[src/rtl/tdc_phase_detector_if.sv]
// rtl/tdc_phase_detector_if.sv - control, sampled clock inputs and phase-error outputs of the PFD
interface tdc_phase_detector_if #(
  parameter int ERROR_WIDTH = 8
);
  logic                          enable_i;
  logic                          ref_i;
  logic                          fb_i;
  logic signed [ERROR_WIDTH-1:0] error_o;
  logic                          valid_o;
  logic                          lock_o;

  modport master (
    output enable_i, ref_i, fb_i,
    input  error_o, valid_o, lock_o
  );

  modport slave (
    input  enable_i, ref_i, fb_i,
    output error_o, valid_o, lock_o
  );
endinterface

[src/rtl/tdc_phase_detector.sv]
// rtl/tdc_phase_detector.sv - counter-based phase/frequency detector with lock indicator
module tdc_phase_detector #(
  parameter int ERROR_WIDTH = 8,
  parameter int SYNC_STAGES = 2,
  parameter int LOCK_TOL    = 1,
  parameter int LOCK_COUNT  = 16
) (
  input logic                   gen_clk_i,
  input logic                   reset_ni,
  tdc_phase_detector_if.slave   bus
);
  localparam int CW = ERROR_WIDTH - 1;
  localparam int LW = $clog2(LOCK_COUNT + 1);
  localparam logic [CW-1:0] MAX = {CW{1'b1}};
  localparam logic [CW-1:0] ONE = {{(CW-1){1'b0}}, 1'b1};
  localparam logic [LW-1:0] LOCK_FULL = LW'(LOCK_COUNT);
  localparam logic [ERROR_WIDTH-1:0] TOL = ERROR_WIDTH'(LOCK_TOL);

  typedef enum logic [1:0] {IDLE, REF_LEAD, FB_LEAD} state_t;

  state_t state, state_nxt;
  logic [SYNC_STAGES-1:0] ref_sync, fb_sync;
  logic ref_dly, fb_dly;
  logic ref_rise, fb_rise;
  logic [CW-1:0] count, count_nxt, count_inc;
  logic emit;
  logic [ERROR_WIDTH-1:0] emit_val, pos_count, pos_max, err_mag;
  logic [LW-1:0] lock_cnt;
  logic in_tol;

  // Synchronizers and edge detectors run regardless of enable so re-enabling sees no false edge
  always_ff @(posedge gen_clk_i or negedge reset_ni) begin
    if (!reset_ni) begin
      ref_sync <= '0;
      fb_sync  <= '0;
      ref_dly  <= 1'b0;
      fb_dly   <= 1'b0;
    end else begin
      ref_sync <= {ref_sync[SYNC_STAGES-2:0], bus.ref_i};
      fb_sync  <= {fb_sync[SYNC_STAGES-2:0], bus.fb_i};
      ref_dly  <= ref_sync[SYNC_STAGES-1];
      fb_dly   <= fb_sync[SYNC_STAGES-1];
    end
  end

  assign ref_rise  = ref_sync[SYNC_STAGES-1] & ~ref_dly;
  assign fb_rise   = fb_sync[SYNC_STAGES-1] & ~fb_dly;
  assign count_inc = (count == MAX) ? MAX : count + ONE;
  assign pos_count = {1'b0, count};
  assign pos_max   = {1'b0, MAX};

  always_ff @(posedge gen_clk_i or negedge reset_ni) begin
    if (!reset_ni) begin
      state       <= IDLE;
      count       <= '0;
      bus.error_o <= '0;
      bus.valid_o <= 1'b0;
    end else begin
      state       <= state_nxt;
      count       <= count_nxt;
      bus.valid_o <= emit;
      if (emit) bus.error_o <= emit_val;
    end
  end

  always_comb begin
    state_nxt = state;
    count_nxt = count;
    emit      = 1'b0;
    emit_val  = '0;
    if (!bus.enable_i) begin
      state_nxt = IDLE;
      count_nxt = '0;
    end else begin
      case (state)
        IDLE: begin
          if (ref_rise && fb_rise) begin
            emit = 1'b1;
          end else if (ref_rise) begin
            count_nxt = ONE;
            state_nxt = REF_LEAD;
          end else if (fb_rise) begin
            count_nxt = ONE;
            state_nxt = FB_LEAD;
          end
        end
        REF_LEAD: begin
          if (fb_rise) begin
            emit     = 1'b1;
            emit_val = pos_count;
            if (ref_rise) count_nxt = ONE;
            else          state_nxt = IDLE;
          end else if (ref_rise) begin
            // Second reference edge before any feedback: report full-scale and restart
            emit      = 1'b1;
            emit_val  = pos_max;
            count_nxt = ONE;
          end else begin
            count_nxt = count_inc;
          end
        end
        FB_LEAD: begin
          if (ref_rise) begin
            emit     = 1'b1;
            emit_val = -pos_count;
            if (fb_rise) count_nxt = ONE;
            else         state_nxt = IDLE;
          end else if (fb_rise) begin
            emit      = 1'b1;
            emit_val  = -pos_max;
            count_nxt = ONE;
          end else begin
            count_nxt = count_inc;
          end
        end
        default: begin
          state_nxt = IDLE;
          count_nxt = '0;
        end
      endcase
    end
  end

  // error_o never reaches -2^(W-1), so the two's-complement negation cannot overflow
  assign err_mag = bus.error_o[ERROR_WIDTH-1] ? -bus.error_o : bus.error_o;
  assign in_tol  = (err_mag <= TOL);

  always_ff @(posedge gen_clk_i or negedge reset_ni) begin
    if (!reset_ni) begin
      lock_cnt   <= '0;
      bus.lock_o <= 1'b0;
    end else if (!bus.enable_i) begin
      lock_cnt   <= '0;
      bus.lock_o <= 1'b0;
    end else begin
      if (bus.valid_o) begin
        if (!in_tol)                     lock_cnt <= '0;
        else if (lock_cnt != LOCK_FULL)  lock_cnt <= lock_cnt + 1'b1;
      end
      bus.lock_o <= (lock_cnt == LOCK_FULL);
    end
  end
endmodule
[src/flat_wrapper.sv]
// flat-port wrapper written by rule: the top's interface ports become plain ports
module tdc_phase_detector_flat 
#(
  parameter int ERROR_WIDTH = 8,
  parameter int SYNC_STAGES = 2,
  parameter int LOCK_TOL    = 1,
  parameter int LOCK_COUNT  = 16
)
  (gen_clk_i, reset_ni, bus_enable_i, bus_ref_i, bus_fb_i, bus_error_o, bus_valid_o, bus_lock_o);
  tdc_phase_detector_if #(.ERROR_WIDTH(ERROR_WIDTH)) bus_i ();
  input logic gen_clk_i;
  input logic reset_ni;
  input wire logic [$bits(bus_i.enable_i)-1:0] bus_enable_i;
  input wire logic [$bits(bus_i.ref_i)-1:0] bus_ref_i;
  input wire logic [$bits(bus_i.fb_i)-1:0] bus_fb_i;
  output wire logic [$bits(bus_i.error_o)-1:0] bus_error_o;
  output wire logic [$bits(bus_i.valid_o)-1:0] bus_valid_o;
  output wire logic [$bits(bus_i.lock_o)-1:0] bus_lock_o;
  assign bus_i.enable_i = bus_enable_i;
  assign bus_i.ref_i = bus_ref_i;
  assign bus_i.fb_i = bus_fb_i;
  assign bus_error_o = bus_i.error_o;
  assign bus_valid_o = bus_i.valid_o;
  assign bus_lock_o = bus_i.lock_o;
  tdc_phase_detector #(.ERROR_WIDTH(ERROR_WIDTH), .SYNC_STAGES(SYNC_STAGES), .LOCK_TOL(LOCK_TOL), .LOCK_COUNT(LOCK_COUNT)) u_core (.gen_clk_i(gen_clk_i), .reset_ni(reset_ni), .bus(bus_i));
endmodule
[config.mk]
export PLATFORM = sky130hd
export DESIGN_NAME = tdc_phase_detector_flat
export DESIGN_NICKNAME = d
export VERILOG_FILES = /design/src/rtl/tdc_phase_detector_if.sv /design/src/rtl/tdc_phase_detector.sv /design/src/flat_wrapper.sv
export SDC_FILE = /design/constraint.sdc
export NUM_CORES = 1
export LEC_CHECK = 0
export ABC_AREA = 1
export BUFFER_PORTS_ARGS = -buffer_cell sky130_fd_sc_hd__buf_4
export CORE_MARGIN = 1.5
export CORE_UTILIZATION = 60
export DETAILED_ROUTE_END_ITERATION = 6
export GPL_ROUTABILITY_DRIVEN = 0
export PLACE_DENSITY_LB_ADDON = 0.12
export SLEW_MARGIN = 20
export SYNTH_ARGS = -nofsm -noshare
export SYNTH_HDL_FRONTEND = slang
export SYNTH_SLANG_ARGS = --single-unit
[constraint.sdc]
create_clock -name gen_clk_i -period 3 [get_ports gen_clk_i]
set_clock_uncertainty 0.05 [all_clocks]
set_input_delay 0.3 -clock gen_clk_i [delete_from_list [all_inputs] [get_ports gen_clk_i]]
set_output_delay 0.3 -clock gen_clk_i [all_outputs]
set_load 0.01 [all_outputs]
==> results.toml <==
[status]
outcome = "complete, no violations"

[route]
vias = 1834
drc_errors = 0
drt_iter0_drc = 133
vias_per_cell = 5.38
drt_wl_total_um = 4260
wl_per_cell_um = 12.5
ant_nets = 0
drt_first_pass_iters = 5

[yosys]
synthCells = 277
yosys.area.top_type = "dfrtp_1"
avgSynthCellArea_um2 = 7.36
yosysMostFrequentCell = "nand2_1"
yosys.area.top_type_share_pct = 36.8
syn-num-nets = 291
ys_ff_latch = 30
synth.top_cells.by_count = "nand2_1 (91), dfrtp_1 (30), inv_1 (27), nand3_1 (19), o21ai_1 (19)"
synth-edff-count = 0
async_flop_share_pct = 100
syn-cell-area_um2 = 2040
synth_cell_types = 32
yosys_most_used_dff = "dfrtp_1"
seq_area_frac_synth_pct = 36.8
synth.area.top_cells = "dfrtp_1 (37%), nand2_1 (17%), ha_1 (5.5%)"
ys_warn_count = 0

[placed_design]
place_area_um2 = 2160
detailed_place_hpwl_um = 3090
portBuffers = 14

[clocking]
numCtsBuffers = 5
clk_pin_slew_ps = 100
cts_num_sinks = 30
cts-root-buf = "clkbuf_4"
clockBufferDepth = 2
worstSkewPairLatency_ps = 340
tritoncts = "built"
htree_num_levels = 2

[worst_hold_path]
hp-start = "bus_enable_i"
holdPathEnd = "u_core.state[1]$_DFFE_PN0P_"
holdPathStages = 3
hold_class = "in -> reg"

[floorplanning]
die_h_um = 61.3
fp.dieW_um = 61.3
die-area_um2 = 3760
core_area_um2 = 3130
initial_core_util_pct = 65.2
rows = 20
io_pins = 15

[global_routing]
grt_pass1_wl_um = 7220
grt-ovfl-total = 0
track_usage_pct = 26.3
antenna_found_initial = 0
grt_max_degree = 31
grt_pass1_vias = 1629

[sta]
setup_viol = 0
fin_crit_ps = 1700
max_freq_ghz = 0.587
fin_tns_setup_ps = 0
drv_slew = 0
slew_headroom_pct = 74.2
worst_pin_slew_ps = 387
hold_violations = 0
fin_crit_sh_pct = 56.8
rsz0062_at_grt = "no"

[setup_path]
max_stage_delay_ps = 400
critPathArrivalTime_ps = 1920
critical_path_class = "reg -> reg"
reg2reg_setup_slack_ps = 1300
r2r_end = "u_core.lock_cnt[3]$_DFFE_PN0P_"
start_kind = "flop"
slowest_stage = "dfrtp_1"
critPathCaptureType = "flop"
cp.required_ps = 3220
rr_startpoint = "u_core.bus.error_o[1]$_DFFE_PN0P_"
cp_cell_sequence = "inv_1, ha_1, inv_1, nand2_1, nor2_1, nand2_1, nand2_1, nand3_1, nand2_2, nand2_1, o21ai_1"
r2r_cells = 11
crit_path_frequent_cell = "nand2_1"
cp_max_fo = 10

[job]
cap_violations = 0

[cells_and_area]
final_net_count = 310
final_area_um2 = 2270
drive_above_1_share_pct = 20.2
antennaDiodeCount = 0
area_growth_pct = 11.5

[pwr]
peakVddDrop_mv = 0.316
powerDensity_nw_per_um2 = 636
p_leak_uw = 0.00121
-- worst max path at each step --
stage | end | slack, ps | startpoint | cells after the start
final | u_core.lock_cnt[3]$_DFFE_PN0P_ | 1300 | u_core.bus.error_o[1]$_DFFE_PN0P_ | 11
after global placement | u_core.lock_cnt[1]$_DFFE_PN0P_ | 1330 | u_core.bus.error_o[1]$_DFFE_PN0P_ | 11
after global routing | u_core.lock_cnt[1]$_DFFE_PN0P_ | 1100 | u_core.bus.error_o[1]$_DFFE_PN0P_ | 11
after CTS | u_core.lock_cnt[0]$_DFFE_PN0P_ | 1290 | u_core.bus.error_o[1]$_DFFE_PN0P_ | 11
after floorplan | u_core.lock_cnt[0]$_DFFE_PN0P_ | 1440 | u_core.bus.error_o[0]$_DFFE_PN0P_ | 11
after detailed placement | u_core.lock_cnt[0]$_DFFE_PN0P_ | 1310 | u_core.bus.error_o[1]$_DFFE_PN0P_ | 11
-- through the flow --
| stage | hold slack (ps) | instances | total power [uW] | utilization [%] | worst slack [ps] |
|---|---|---|---|---|---|
| 2_1_floorplan | -45.6 | 277 | 953 | - | 1440 |
| 3_3_place_gp | 197 | 330 | 1100 | 69.2 | 1330 |
| 3_5_place_dp | 201 | 330 | 1120 | 69.2 | 1310 |
| 4_1_cts | 7.76 | 340 | 1450 | 72.3 | 1290 |
| 5_1_grt | 242 | 341 | 1560 | 72.6 | 1100 |
| 6_report | 241 | 341 | 1450 | 72.6 | 1300 |
-- layout by cell type, fill, tap and decap left out, types with 2 or more instances in the layout --
master,count
clkinv_2,2
clkbuf_4,5
inv_1,27
ha_1,9
nor2_1,9
nand2_4,3
nor2_4,3
o21ai_1,19
nor3_1,2
o21ai_2,3
inv_2,11
nand3_1,19
xor2_1,2
dlygate4sd3_1,3
nor3_4,3
nand2_2,7
nand2_1,91
buf_4,14
nor2_2,3
nand4_1,10
dfrtp_1,30
o21ai_0,10
-- layout make-up --
| type | count | area [um2] |
|---|---|---|
| Multi-Input combinational cell | 202 | 1100 |
| Tap cell | 44 | 55.1 |
| Clock inverter | 3 | 40.0 |
| Sequential cell | 30 | 751 |
| Inverter | 40 | 153 |
| Clock buffer | 5 | 37.5 |
| Timing Repair Buffer | 17 | 135 |
| Fill cell | 261 | 856 |
-- registers in the layout, indices dropped and copies added, names as in the netlist --
name / count
u_core.ref_sync: 2
u_core.count: 7
u_core.fb_dly: 1
u_core.bus.lock_o: 1
u_core.bus.valid_o: 1
u_core.lock_cnt: 5
u_core.state: 2
u_core.bus.error_o: 8
u_core.fb_sync: 2
u_core.ref_dly: 1
-- layer usage --
metal	routed length (um)	part of all wire, %	global-route usage (%)
met3	207	4.9	6.72
met4	142	3.3	12.7
met2	1870	44	38.6
met1	2030	48	36.1
met5	0	0	0
-- logic make-up (layout without fill, tap and decap cells) --
group	after synthesis	after routing	share of synthesized area, %
XOR/XNOR	2	2	0.860
flip-flops	30	30	36.8
AND/OR/NAND/NOR	152	152	36.0
AO/OA/AOI/OAI	39	39	11.6
adder cells (fa/ha/maj)	9	9	5.52
buffers and inverters	45	65	9.15
-- power by group --
part | switching (uW) | internal, uW
sequential | 78.6 | 470
combinational | 358 | 213
clock | 154 | 172
total | 590 | 855
-- critical path, delay by kind of cell, from the launching register on --
| kind | cells | cell delay (ps) |
|---|---|---|
| compound gates | 1 | 70 |
| flops | 1 | 400 |
| fa+ha+maj | 1 | 270 |
| buf+inv | 2 | 130 |
| simple gates | 7 | 710 |
-- what timing repair did --
action / 4_1_cts / 5_1_grt
endpoints found under the hold margin: 31 / 1
buffers inserted: 0 / 0
resized for setup: 0 / 0
hold buffers: 2 / 1
Note: power is estimated with default switching activity, not from simulation.
